### src/rtl/clock_pkg.sv
// clock_pkg: BCD time types, entry FSM states, field limits and the time-validity check.
package clock_pkg;
  typedef logic [3:0]  bcd_digit_t;
  typedef logic [15:0] bcd_time_t;
  typedef enum logic {IDLE, ENTRY} entry_state_t;
  localparam bcd_digit_t MAX_H10    = 4'd2;
  localparam logic [7:0] MAX_H_23   = 8'h23;
  localparam bcd_digit_t MAX_M10    = 4'd5;
  localparam int         MAX_DIGITS = 4;
  // Packed BCD compares in digit order, so HH <= 8'h23 is a plain magnitude test.
  function automatic logic valid_time(bcd_time_t t);
    return (t[15:12] <= MAX_H10) && (t[11:8] <= 4'd9) && (t[15:8] <= MAX_H_23) &&
           (t[7:4] <= MAX_M10) && (t[3:0] <= 4'd9);
  endfunction
endpackage

### src/rtl/alarm_time_source_if.sv
// alarm_time_source_if: keypad/control inputs and time/display outputs of the alarm time source.
interface alarm_time_source_if;
  import clock_pkg::*;
  logic [3:0] key;
  logic       key_valid;
  logic       load_time;
  logic       load_alarm;
  logic       show_alarm;
  logic       fast_watch;
  bcd_time_t  current_time;
  bcd_time_t  alarm_time;
  logic       show_a;
  logic       entry_active;
  bcd_time_t  entry_buf;
  modport master (
    output key, key_valid, load_time, load_alarm, show_alarm, fast_watch,
    input  current_time, alarm_time, show_a, entry_active, entry_buf
  );
  modport slave (
    input  key, key_valid, load_time, load_alarm, show_alarm, fast_watch,
    output current_time, alarm_time, show_a, entry_active, entry_buf
  );
endinterface

### src/rtl/bcd_time_counter.sv
// bcd_time_counter: HHMM BCD time of day; a load always beats a same-cycle increment.
module bcd_time_counter import clock_pkg::*; (
  input  logic      clock,
  input  logic      reset_n,
  input  logic      inc_i,
  input  logic      load_i,
  input  bcd_time_t load_value_i,
  output bcd_time_t time_o
);
  bcd_time_t time_q, time_d;
  logic m_wrap, h_wrap;
  assign m_wrap = time_q[7:0] == 8'h59;
  assign h_wrap = time_q[15:8] == MAX_H_23;
  always_comb begin
    time_d = time_q;
    if (load_i) time_d = load_value_i;
    else if (inc_i) begin
      time_d[3:0] = (time_q[3:0] == 4'd9) ? 4'd0 : time_q[3:0] + 4'd1;
      if (time_q[3:0] == 4'd9) time_d[7:4] = m_wrap ? 4'd0 : time_q[7:4] + 4'd1;
      if (m_wrap) time_d[15:8] = h_wrap ? 8'h00 :
                                 (time_q[11:8] == 4'd9) ? {time_q[15:12] + 4'd1, 4'd0} :
                                                          {time_q[15:12], time_q[11:8] + 4'd1};
    end
  end
  always_ff @(posedge clock or negedge reset_n)
    if (!reset_n) time_q <= '0;
    else          time_q <= time_d;
  assign time_o = time_q;
endmodule

### src/rtl/alarm_time_source.sv
// alarm_time_source: running time of day, stored alarm time and keypad digit entry
// feeding the comparator/display mux.
module alarm_time_source import clock_pkg::*; #(
  parameter int CLK_PER_SEC   = 256,
  parameter int SEC_PER_MIN   = 60,
  parameter int ENTRY_TIMEOUT = 10
) (
  input logic                clock,
  input logic                reset_n,
  alarm_time_source_if.slave bus
);
  localparam int PW = $clog2(CLK_PER_SEC);
  localparam int SW = $clog2(SEC_PER_MIN);
  localparam int TW = $clog2(ENTRY_TIMEOUT + 1);
  entry_state_t  state_q, state_d;
  bcd_time_t     buf_q, buf_d, alarm_q, alarm_d, time_w;
  logic [2:0]    cnt_q, cnt_d;
  logic [TW-1:0] to_q, to_d;
  logic [PW-1:0] presc_q, presc_d;
  logic [SW-1:0] sec_q, sec_d;
  logic          show_q;
  logic in_entry, sec_tick, min_tick, digit_ok, ld_any, commit_ok, commit_time, key_acc, timeout;
  assign in_entry    = state_q == ENTRY;
  assign sec_tick    = presc_q == PW'(CLK_PER_SEC - 1);
  assign min_tick    = sec_tick & (bus.fast_watch | (sec_q == SW'(SEC_PER_MIN - 1)));
  assign digit_ok    = bus.key_valid & (bus.key <= 4'd9);
  assign ld_any      = in_entry & (bus.load_time | bus.load_alarm);
  assign commit_ok   = in_entry & (bus.load_time ^ bus.load_alarm) &
                       (cnt_q == 3'(MAX_DIGITS)) & valid_time(buf_q);
  assign commit_time = commit_ok & bus.load_time;
  // A load strobe in ENTRY always ends the entry, so it shadows any same-cycle key.
  assign key_acc     = in_entry & ~ld_any & digit_ok & (cnt_q < 3'(MAX_DIGITS));
  assign timeout     = in_entry & ~ld_any & ~key_acc & sec_tick & (to_q == TW'(ENTRY_TIMEOUT - 1));
  always_comb begin
    presc_d = (commit_time | sec_tick) ? '0 : presc_q + PW'(1);
    sec_d   = (commit_time | bus.fast_watch | min_tick) ? '0 : sec_q + SW'(sec_tick);
    alarm_d = (commit_ok & bus.load_alarm) ? buf_q : alarm_q;
    state_d = state_q;
    buf_d   = buf_q;
    cnt_d   = cnt_q;
    to_d    = to_q;
    if (!in_entry && digit_ok) begin
      state_d = ENTRY;
      buf_d   = {12'h000, bus.key};
      cnt_d   = 3'd1;
      to_d    = '0;
    end else if (ld_any | timeout) begin
      state_d = IDLE;
      buf_d   = '0;
      cnt_d   = '0;
      to_d    = '0;
    end else if (key_acc) begin
      buf_d = {buf_q[11:0], bus.key};
      cnt_d = cnt_q + 3'd1;
      to_d  = '0;
    end else if (in_entry && sec_tick) to_d = to_q + TW'(1);
  end
  always_ff @(posedge clock or negedge reset_n)
    if (!reset_n) begin
      state_q <= IDLE;
      buf_q   <= '0;
      cnt_q   <= '0;
      to_q    <= '0;
      presc_q <= '0;
      sec_q   <= '0;
      alarm_q <= '0;
      show_q  <= 1'b0;
    end else begin
      state_q <= state_d;
      buf_q   <= buf_d;
      cnt_q   <= cnt_d;
      to_q    <= to_d;
      presc_q <= presc_d;
      sec_q   <= sec_d;
      alarm_q <= alarm_d;
      show_q  <= bus.show_alarm & ~in_entry;
    end
  bcd_time_counter u_time (
    .clock        (clock),
    .reset_n      (reset_n),
    .inc_i        (min_tick),
    .load_i       (commit_time),
    .load_value_i (buf_q),
    .time_o       (time_w)
  );
  assign bus.current_time = time_w;
  assign bus.alarm_time   = alarm_q;
  assign bus.show_a       = show_q;
  assign bus.entry_active = in_entry;
  assign bus.entry_buf    = buf_q;
endmodule

### src/flat_wrapper.sv
// flat-port wrapper written by rule: the top's interface ports become plain ports
module alarm_time_source_flat import clock_pkg::*;
#(
  parameter int CLK_PER_SEC   = 256,
  parameter int SEC_PER_MIN   = 60,
  parameter int ENTRY_TIMEOUT = 10
)
  (clock, reset_n, bus_key, bus_key_valid, bus_load_time, bus_load_alarm, bus_show_alarm, bus_fast_watch, bus_current_time, bus_alarm_time, bus_show_a, bus_entry_active, bus_entry_buf);
  alarm_time_source_if bus_i ();
  input logic clock;
  input logic reset_n;
  input wire logic [$bits(bus_i.key)-1:0] bus_key;
  input wire logic [$bits(bus_i.key_valid)-1:0] bus_key_valid;
  input wire logic [$bits(bus_i.load_time)-1:0] bus_load_time;
  input wire logic [$bits(bus_i.load_alarm)-1:0] bus_load_alarm;
  input wire logic [$bits(bus_i.show_alarm)-1:0] bus_show_alarm;
  input wire logic [$bits(bus_i.fast_watch)-1:0] bus_fast_watch;
  output wire logic [$bits(bus_i.current_time)-1:0] bus_current_time;
  output wire logic [$bits(bus_i.alarm_time)-1:0] bus_alarm_time;
  output wire logic [$bits(bus_i.show_a)-1:0] bus_show_a;
  output wire logic [$bits(bus_i.entry_active)-1:0] bus_entry_active;
  output wire logic [$bits(bus_i.entry_buf)-1:0] bus_entry_buf;
  assign bus_i.key = bus_key;
  assign bus_i.key_valid = bus_key_valid;
  assign bus_i.load_time = bus_load_time;
  assign bus_i.load_alarm = bus_load_alarm;
  assign bus_i.show_alarm = bus_show_alarm;
  assign bus_i.fast_watch = bus_fast_watch;
  assign bus_current_time = bus_i.current_time;
  assign bus_alarm_time = bus_i.alarm_time;
  assign bus_show_a = bus_i.show_a;
  assign bus_entry_active = bus_i.entry_active;
  assign bus_entry_buf = bus_i.entry_buf;
  alarm_time_source #(.CLK_PER_SEC(CLK_PER_SEC), .SEC_PER_MIN(SEC_PER_MIN), .ENTRY_TIMEOUT(ENTRY_TIMEOUT)) u_core (.clock(clock), .reset_n(reset_n), .bus(bus_i));
endmodule
### config.mk
export PLATFORM = sky130hd
export DESIGN_NAME = alarm_time_source_flat
export DESIGN_NICKNAME = d
export VERILOG_FILES = /design/src/rtl/clock_pkg.sv /design/src/rtl/alarm_time_source_if.sv /design/src/rtl/bcd_time_counter.sv /design/src/rtl/alarm_time_source.sv /design/src/flat_wrapper.sv
export SDC_FILE = /design/constraint.sdc
export NUM_CORES = 1
export LEC_CHECK = 0
export CAP_MARGIN = 25
export CORE_MARGIN = 3
export CORE_UTILIZATION = 48
export DETAILED_ROUTE_END_ITERATION = 12
export PLACE_DENSITY = 0.85
export SETUP_SLACK_MARGIN = 0.02
export SLEW_MARGIN = 0
export SYNTH_ARGS = -nofsm -noshare
export SYNTH_HDL_FRONTEND = slang
export SYNTH_SLANG_ARGS = --single-unit
### constraint.sdc
create_clock -name clock -period 1.8 [get_ports clock]
set_input_delay 0.36 -clock clock [delete_from_list [all_inputs] [get_ports clock]]
set_output_delay 0.36 -clock clock [all_outputs]
set_load 0.05 [all_outputs]
==> impl_metrics.json, run 1 <==
{
  "cts_buffer_depth": 2,
  "ys_warn_count": 0,
  "drt_pass1_iterations": 5,
  "tightestPinTransition_ps": 543,
  "synth_top_cell_area_share": 0.497,
  "fin_crit_sh": 1.05,
  "arrival_ps": 2150,
  "vias": 3157,
  "std_cell_rows": 30,
  "areaGrowthSynthToFinish_pct": 43.1,
  "routedWlPerCell_um": 18.0,
  "grt_start_max_net_pins": 33,
  "core_um2": 7020,
  "dpl-instance-area_um2": 4560,
  "fp.dieArea_um2": 8520,
  "clkSinkCount": 71,
  "ff2ff_path_depth": 7,
  "cts-buffers-inserted": 9,
  "rsz0062_at_grt": "true",
  "syn_avg_cell_area_um2": 10.6,
  "fmax_ghz": 0.528,
  "worstReg2RegStart": "u_core.cnt_q[1]",
  "setup_viol_count_final": 26,
  "outcome": "finished with violations",
  "p_leak_uw": 0.00247,
  "final.setup.worst_slack_ps": -92.2,
  "grt_use_total": 0.229,
  "synth_area_um2": 3580,
  "rrSetupSlack_ps": -90,
  "overflow": 0,
  "diodes": 0,
  "port_buffers": 60,
  "worst_ir_drop_vdd_mv": 0.626,
  "crit_fanout": 7,
  "drt-initial-drc-count": 168,
  "worst_setup_path_start_kind": "flop",
  "grt_antenna_before_repair": 1,
  "clk_pin_slew_worst_paths_ps": 90,
  "final_layout_size_suffix_gt1_frac": 0.435,
  "stdcell_area_um2": 5120,
  "worstPathRequired_ps": 2060,
  "cap_violations": 0,
  "p_per_area_nw_per_um2": 685,
  "routabilityCongestion": 0.850,
  "yosys.cell_types.count": 49,
  "dp_slack_ps": -614,
  "grt_pass1_wl_um": 15400,
  "drv_slew": 0,
  "cts_root_buffer": "clkbuf_8",
  "yosys.area.top_type": "dfrtp_1",
  "initial_core_util": 0.509,
  "synth-edff-count": 0,
  "dp_hpwl_um": 6430,
  "synth_ff_type": "dfrtp_1",
  "ys_ff_latch": 71,
  "synthTopCellsByCount": "dfrtp_1, nor2_1, mux2i_1, nand2_1, o21ai_0",
  "cts_max_level": 3,
  "wl_um": 10000,
  "synth.area.top_cells": "dfrtp_1, mux2i_1, ha_1",
  "hold_viol": 0,
  "cts_tree": "built",
  "end_kind": "flop",
  "crit_type": "flop to flop",
  "syn-num-nets": 362,
  "stdcell_count": 556,
  "vias_per_cell": 5.68,
  "insertion_delay_ps": 370,
  "io_pins": 61,
  "fin_crit_ps": 1890,
  "postRouteAntennaNets": 0,
  "layout.nets": 480,
  "violations": "setup timing",
  "finalClockSkew_ps": 11.4,
  "syn_inst": 337,
  "synth.most_common_cell": "dfrtp_1",
  "r2r_end": "u_core.bus.alarm_time[10]",
  "synthArstFlopShare": 1.00,
  "slew_headroom": 0.638,
  "die_y_um": 92.3,
  "die_x_um": 92.3,
  "drcViolationCount": 0,
  "ys_seq_area_frac": 0.497,
  "dpl.cell_count": 528,
  "grt_pass1_vias": 3124,
  "min_path_type": "primary input to async pin"
}
registers in the layout, summed over array words and instances (netlist names):
name	flops
u_core.bus.entry_active	1
u_core.u_time.time_o	16
u_core.cnt_q	3
u_core.to_q	4
u_core.presc_q	8
u_core.bus.entry_buf	16
u_core.bus.alarm_time	16
u_core.sec_q	6
u_core.bus.show_a	1
power breakdown:
group / internal [uW] / total [uW] / switching, uW / leakage [uW]
Clock: 545 / 1270 / 721 / 0.000101
Combinational: 210 / 513 / 302 / 0.00143
Sequential: 1660 / 1730 / 66.0 / 0.000934
stage by stage:
stage	util	hold slack (ps)	power (uW)	TNS (ps)
floorplan	-	64.4	1980	-1160
detailed placement	0.649	364	2210	-26830
global placement	0.649	362	2190	-21470
finish	0.729	504	3510	-961
CTS	0.691	517	3470	0
global route	0.729	540	3640	-2910
worst max-delay path by stage:
stage	depth (start not counted)	startpoint	slack (ps)	to
after floorplan	5	u_core.bus.entry_buf[12]	-140	u_core.bus.alarm_time[13]
after global placement	8	bus_load_time	-530	u_core.sec_q[4]
after detailed placement	8	bus_load_time	-610	u_core.sec_q[2]
after CTS	7	u_core.presc_q[1]	0.7	u_core.u_time.time_o[10]
after global routing	7	u_core.cnt_q[1]	-140	u_core.bus.alarm_time[10]
final	7	u_core.cnt_q[1]	-90	u_core.bus.alarm_time[10]
worst max-delay path, cell delays in order, from the launching register on:
cell and delay, ps:
dfrtp_1 380, inv_1 120, ha_4 140, and3b_2 210, nand2_4 70, nor3_4 300
clkbuf_16 220, mux2_2 330
final cells by class:
cell class                 count  area (um2)
timing repair buffer         117        1000
clock inverter                 7        68.8
tap                           96         120
multi-input combinational    240        1940
inverter                      16        62.6
fill                         444        1900
sequential                    71        1800
clock buffer                   9         124
metal layers:
metal / track usage / vias to the layer above / share of wire
met3: 0.0577 / 27 / 0.069
li1: - / 1439 / -
met1: 0.294 / 1559 / 0.41
met4: 0.0978 / 2 / 0.020
met5: 0 / - / 0.0013
met2: 0.367 / 130 / 0.50
what timing repair did:
item                                    4_1_cts  5_1_grt
endpoints found under the setup margin       60       54
pin swaps                                     6       15
resized for setup                            20       46
setup buffers                                 2        8
gates cloned                                  1        1
endpoints found under the hold margin        17        0
hold buffers                                  1        0
layout by cell type (no fill, tap or decap), drive strengths merged, types with 2 or more instances in the layout:
| cell type | count |
|---|---|
| nand2 | 19 |
| dfrtp | 71 |
| nand3b | 2 |
| xnor2 | 5 |
| clkdlybuf4s15 | 2 |
| nand3 | 18 |
| nor2 | 45 |
| and2 | 4 |
| or4 | 5 |
| ha | 14 |
| and4 | 2 |
| a21oi | 6 |
| and3 | 4 |
| nand4bb | 2 |
| nor2b | 9 |
| clkdlybuf4s50 | 7 |
| xor2 | 10 |
| o31ai | 3 |
| or3 | 3 |
| o21ai | 17 |
| buf | 106 |
| inv | 22 |
| mux2 | 13 |
| o21a | 2 |
| nand4 | 5 |
| mux2i | 19 |
| a22o | 7 |
| clkbuf | 10 |
| and3b | 2 |
| a31oi | 5 |
| o211ai | 2 |
| nor3 | 6 |
cell families after synthesis:
logic type,Yosys count,synth area share
flops,71,0.497
fa+ha+maj,14,0.0490
compound gates,50,0.0927
xor+xnor,15,0.0367
mux,32,0.0941
buf+inv,26,0.0318
simple gates,129,0.199
Note: power is estimated with default switching activity, not from simulation.
==> run 2, diff against run 1 <==
--- a/config.mk
+++ b/config.mk
@@ -7,9 +7,9 @@
 export LEC_CHECK = 0
 export CAP_MARGIN = 25
 export CORE_MARGIN = 3
-export CORE_UTILIZATION = 48
+export CORE_UTILIZATION = 53
 export DETAILED_ROUTE_END_ITERATION = 12
-export PLACE_DENSITY = 0.85
+export PLACE_DENSITY = 0.89
 export SETUP_SLACK_MARGIN = 0.02
 export SLEW_MARGIN = 0
 export SYNTH_ARGS = -nofsm -noshare
==> constraint.sdc (replaced) <==
create_clock -name clock -period 2 [get_ports clock]
set_input_delay 0.4 -clock clock [delete_from_list [all_inputs] [get_ports clock]]
set_output_delay 0.4 -clock clock [all_outputs]
set_load 0.05 [all_outputs]
==> impl_metrics.json, run 2 (synthesized netlist as in run 1, its figures left out) <==
{
  "crit_start": "u_core.bus.entry_buf[14]",
  "routedWlPerCell_um": 18.0,
  "worst_ir_drop_vdd_mv": 0.541,
  "diodes": 0,
  "routabilityCongestion": 0.835,
  "grt_antenna_before_repair": 0,
  "io_pins": 61,
  "dp_slack_ps": -495,
  "layout.nets": 461,
  "die_x_um": 88.1,
  "insertion_delay_ps": 360,
  "drv_slew": 0,
  "cts_max_level": 3,
  "tightestPinTransition_ps": 518,
  "dp_hpwl_um": 6170,
  "endpoint": "u_core.bus.alarm_time[5]",
  "fin_crit_ps": 1970,
  "fp.dieArea_um2": 7770,
  "final_common_cell": "dfrtp_1",
  "stdcell_area_um2": 4800,
  "wl_um": 9310,
  "clkSinkCount": 71,
  "cts-buffers-inserted": 9,
  "outcome": "completed",
  "grt_pass1_vias": 3012,
  "setup_viol_count_final": 0,
  "p_leak_uw": 0.00240,
  "areaGrowthSynthToFinish_pct": 34.2,
  "arrival_ps": 2230,
  "dpl-instance-area_um2": 4430,
  "clk_pin_slew_worst_paths_ps": 90,
  "fin_crit_sh": 0.987,
  "drt-initial-drc-count": 175,
  "cap_violations": 0,
  "finalClockSkew_ps": 15.6,
  "cts_buffer_depth": 2,
  "ff2ff_path_depth": 5,
  "final.setup.worst_slack_ps": 26.3,
  "slew_headroom": 0.654,
  "min_path_type": "primary input to async pin",
  "power_uw": 3260,
  "worstReg2RegStart": "u_core.bus.entry_buf[14]",
  "crit_type": "flop to flop",
  "grt_start_max_net_pins": 72,
  "fmax_ghz": 0.507,
  "port_buffers": 60,
  "die_y_um": 88.1,
  "crit_fanout": 8,
  "r2r_end": "u_core.bus.alarm_time[5]",
  "grt_use_total": 0.249,
  "vias_per_cell": 5.85,
  "hold_viol": 0,
  "overflow": 0,
  "layout_common_cells": "dfrtp_1, buf_4, nor2_1, clkdlybuf4s50_1, mux2i_1",
  "final_layout_size_suffix_gt1_frac": 0.274,
  "initial_core_util": 0.554,
  "cts_root_buffer": "clkbuf_8",
  "worst_setup_path_start_kind": "flop",
  "postRouteAntennaNets": 0,
  "end_kind": "flop",
  "std_cell_rows": 29,
  "grt_pass1_wl_um": 14700,
  "drt_pass1_iterations": 5,
  "drcViolationCount": 0,
  "core_um2": 6460,
  "worstPathRequired_ps": 2250,
  "rrSetupSlack_ps": 30,
  "p_per_area_nw_per_um2": 680,
  "cts_hold_buf": 0,
  "cts_tree": "built",
  "vias": 3030
}
[run 2: worst min-delay path by stage]
stage               cells past startpoint  slack, ps  startpoint                        to
finish                                  2         40     reset_n  u_core.bus.alarm_time[9]
global route                            2         80     reset_n   u_core.u_time.time_o[6]
CTS                                     2         50     reset_n  u_core.bus.alarm_time[9]
detailed placement                      2        450     reset_n  u_core.u_time.time_o[14]
global placement                        2        450     reset_n  u_core.u_time.time_o[10]
floorplan                               0        100     reset_n  u_core.bus.alarm_time[0]
[run 2: power by group]
part,leakage (uW),switching (uW),internal (uW),total [uW]
clock network,0.000110,601,715,1320
registers,0.000948,70.3,1490,1560
logic,0.00134,232,153,384
[run 2: metal layers]
metal | up-vias | part of all wire | global-route usage
met5 | - | 0 | 0
met4 | 0 | 0.031 | 0.113
met3 | 27 | 0.056 | 0.0593
met2 | 105 | 0.49 | 0.398
met1 | 1504 | 0.43 | 0.322
li1 | 1394 | - | -
[run 2: per-stage QoR]
| step | std cells | util | TNS, ps | hold slack [ps] |
|---|---|---|---|---|
| 2_1_floorplan | 337 | - | 0 | 104 |
| 3_3_place_gp | 494 | 0.686 | -11300 | 451 |
| 3_5_place_dp | 494 | 0.686 | -12490 | 453 |
| 4_1_cts | 510 | 0.724 | 0 | 53.7 |
| 5_1_grt | 518 | 0.743 | -23.9 | 79.7 |
| 6_report | 518 | 0.743 | 0 | 42.9 |
[run 2: area by class of cell]
type / count / area, um2
Sequential cell: 71 / 1790
Timing Repair Buffer: 98 / 875
Clock buffer: 9 / 124
Fill cell: 430 / 1660
Clock inverter: 7 / 103
Inverter: 16 / 60.1
Tap cell: 77 / 96.3
Multi-Input combinational cell: 240 / 1750
[run 2: critical path, stage by stage, from the launching register on]
cell and delay [ps]:
dfrtp_2 430, and4bb_2 350, nand3_1 180, nor3_4 350
clkbuf_16 220, mux2_2 330
[run 2: what timing repair did]
| item | 4_1_cts | 5_1_grt |
|---|---|---|
| resized for setup | 13 | 12 |
| pin swaps | 4 | 1 |
| setup endpoints to repair | 20 | 46 |
| cloned | 0 | 1 |
| endpoints found under the hold margin | 0 | 0 |
| buffers inserted | 0 | 7 |
==> run 3, diff against run 2 <==
--- a/config.mk
+++ b/config.mk
@@ -7,9 +7,9 @@
 export LEC_CHECK = 0
 export CAP_MARGIN = 25
 export CORE_MARGIN = 3
-export CORE_UTILIZATION = 53
+export CORE_UTILIZATION = 40
 export DETAILED_ROUTE_END_ITERATION = 12
-export PLACE_DENSITY = 0.89
+export PLACE_DENSITY = 0.72
 export SETUP_SLACK_MARGIN = 0.02
 export SLEW_MARGIN = 0
 export SYNTH_ARGS = -nofsm -noshare
==> impl_metrics.json, run 3 (synthesized netlist as in run 1, its figures left out) <==
{
  "tightestPinTransition_ps": 575,
  "cts_buffer_depth": 2,
  "overflow": 0,
  "cts_root_buffer": "clkbuf_8",
  "fmax_ghz": 0.519,
  "arrival_ps": 1530,
  "crit_fanout": 2,
  "drv_slew": 0,
  "grt_start_max_net_pins": 72,
  "worstReg2RegStart": "u_core.presc_q[1]",
  "crit_chain": "clkdlybuf4s50_1",
  "rsz0062_at_grt": "false",
  "crit_buf_inv": 1,
  "wl_um": 8530,
  "internal_power_uw": 2350,
  "outcome": "completed",
  "grt_antenna_before_repair": 0,
  "power.switching_uw": 872,
  "std_cell_rows": 33,
  "p_leak_uw": 0.00235,
  "drt_pass1_iterations": 4,
  "p_sw_frac": 0.270,
  "crit_type": "flop to primary output",
  "layout_common_cells": "dfrtp_1, buf_4, nor2_1, clkdlybuf4s50_1",
  "p_comb_frac": 0.118,
  "routedWlPerCell_um": 15.6,
  "layout.nets": 460,
  "drt-initial-drc-count": 129,
  "grt_pass1_wl_um": 13800,
  "areaGrowthSynthToFinish_pct": 33.4,
  "p_seq_frac": 0.483,
  "final_common_cell": "dfrtp_1",
  "dp_slack_ps": -529,
  "power.clock.fraction": 0.399,
  "hold_viol": 0,
  "multi_input_area_um2": 1730,
  "cts_tree": "built",
  "cts_hold_buf": 0,
  "fp.dieArea_um2": 10100,
  "end_kind": "primary output",
  "seqCellArea_um2": 1790,
  "crit_start": "u_core.bus.alarm_time[4]",
  "cap_violations": 0,
  "insertion_delay_ps": 350,
  "worst_path_max_delay_cell": "clkdlybuf4s50_1",
  "dpl-instance-area_um2": 4470,
  "routabilityCongestion": 0.843,
  "worst_setup_path_start_kind": "flop",
  "grt_use_total": 0.172,
  "slowest_delay_ps": 810,
  "clk_pin_slew_worst_paths_ps": 90,
  "postRouteAntennaNets": 0,
  "clkSinkCount": 71,
  "final_layout_size_suffix_gt1_frac": 0.264,
  "path_delay_family": "buffers and inverters",
  "fill_cells": 727,
  "die_y_um": 101,
  "diodes": 0,
  "worst_ir_drop_vdd_mv": 0.485,
  "worstPathRequired_ps": 1600,
  "slew_headroom": 0.612,
  "vias": 2901,
  "drcViolationCount": 0,
  "cts_max_level": 3,
  "setup_viol_count_final": 0,
  "stdcell_area_um2": 4770,
  "final.setup.worst_slack_ps": 72.5,
  "finalClockSkew_ps": 12.4,
  "grt_pass1_vias": 2820,
  "io_pins": 61,
  "core_um2": 8460,
  "vias_per_cell": 5.32,
  "fin_crit_sh": 0.964,
  "port_buffers": 60,
  "die_x_um": 101,
  "cts-buffers-inserted": 9,
  "fin_crit_ps": 1930,
  "p_per_area_nw_per_um2": 676,
  "dp_hpwl_um": 5920,
  "min_path_type": "primary input to async pin",
  "initial_core_util": 0.422
}
==> run 3: cell count changes in the layout (fill, tap and decap cells not counted), sizes merged <==
cell           change
buf                +2
clkdlybuf4s50      +2
dlygate4sd2        -2
dlymetal6s2s       -2
inv                -1
==> run 3: layout make-up <==
type,instances,share of cell area
Timing Repair Buffer,97,0.176
Tap cell,105,0.0275
Multi-Input combinational cell,240,0.362
Inverter,16,0.0126
Sequential cell,71,0.375
Clock buffer,10,0.0268
Clock inverter,6,0.0197
==> run 3: timing repair <==
| item | 4_1_cts | 5_1_grt |
|---|---|---|
| buffers inserted | 0 | 5 |
| pin swaps | 0 | 2 |
| setup endpoints to repair | 28 | 29 |
| gates cloned | 0 | 1 |
| resized for setup | 10 | 7 |
==> run 3: final timing paths <==
path | end | slack (ps) | cells past startpoint
setup / recovery | bus_alarm_time[4] | 70 | 1
hold / removal | u_core.sec_q[2] | 50 | 2
setup reg to reg | u_core.cnt_q[2] | 120 | 7
hold reg to reg | u_core.bus.alarm_time[7] | 510 | 1
max in group asynchronous | u_core.u_time.time_o[1] | 1600 | 2
min in group clock | u_core.bus.alarm_time[7] | 510 | 1
==> run 3: power by group through the flow <==
stage                     Clock (uW)  Sequential (uW)  Combinational [uW]
after floorplan                    0             1650                 129
final                           1290             1560                 381
after detailed placement           0             1580                 375
after global routing            1370             1570                 414
after CTS                       1320             1560                 376
after global placement             0             1580                 367
==> run 3: per-layer routing <==
metal,up-vias,track usage,wire (um)
met5,-,0,0
met4,0,0.0446,74
met3,8,0.0491,419
met2,58,0.262,3990
met1,1440,0.242,4040
li1,1395,-,-
==> run 3: stage by stage <==
step                hold WS [ps]  total power [uW]  setup TNS, ps  instances  utilization
floorplan                    104              1780              0        337            -
global placement             457              1940         -13340        523        0.528
detailed placement           457              1960         -15150        523        0.528
CTS                         80.9              3250              0        539        0.555
global route                98.8              3350              0        545        0.563
finish                      48.6              3220              0        545        0.563
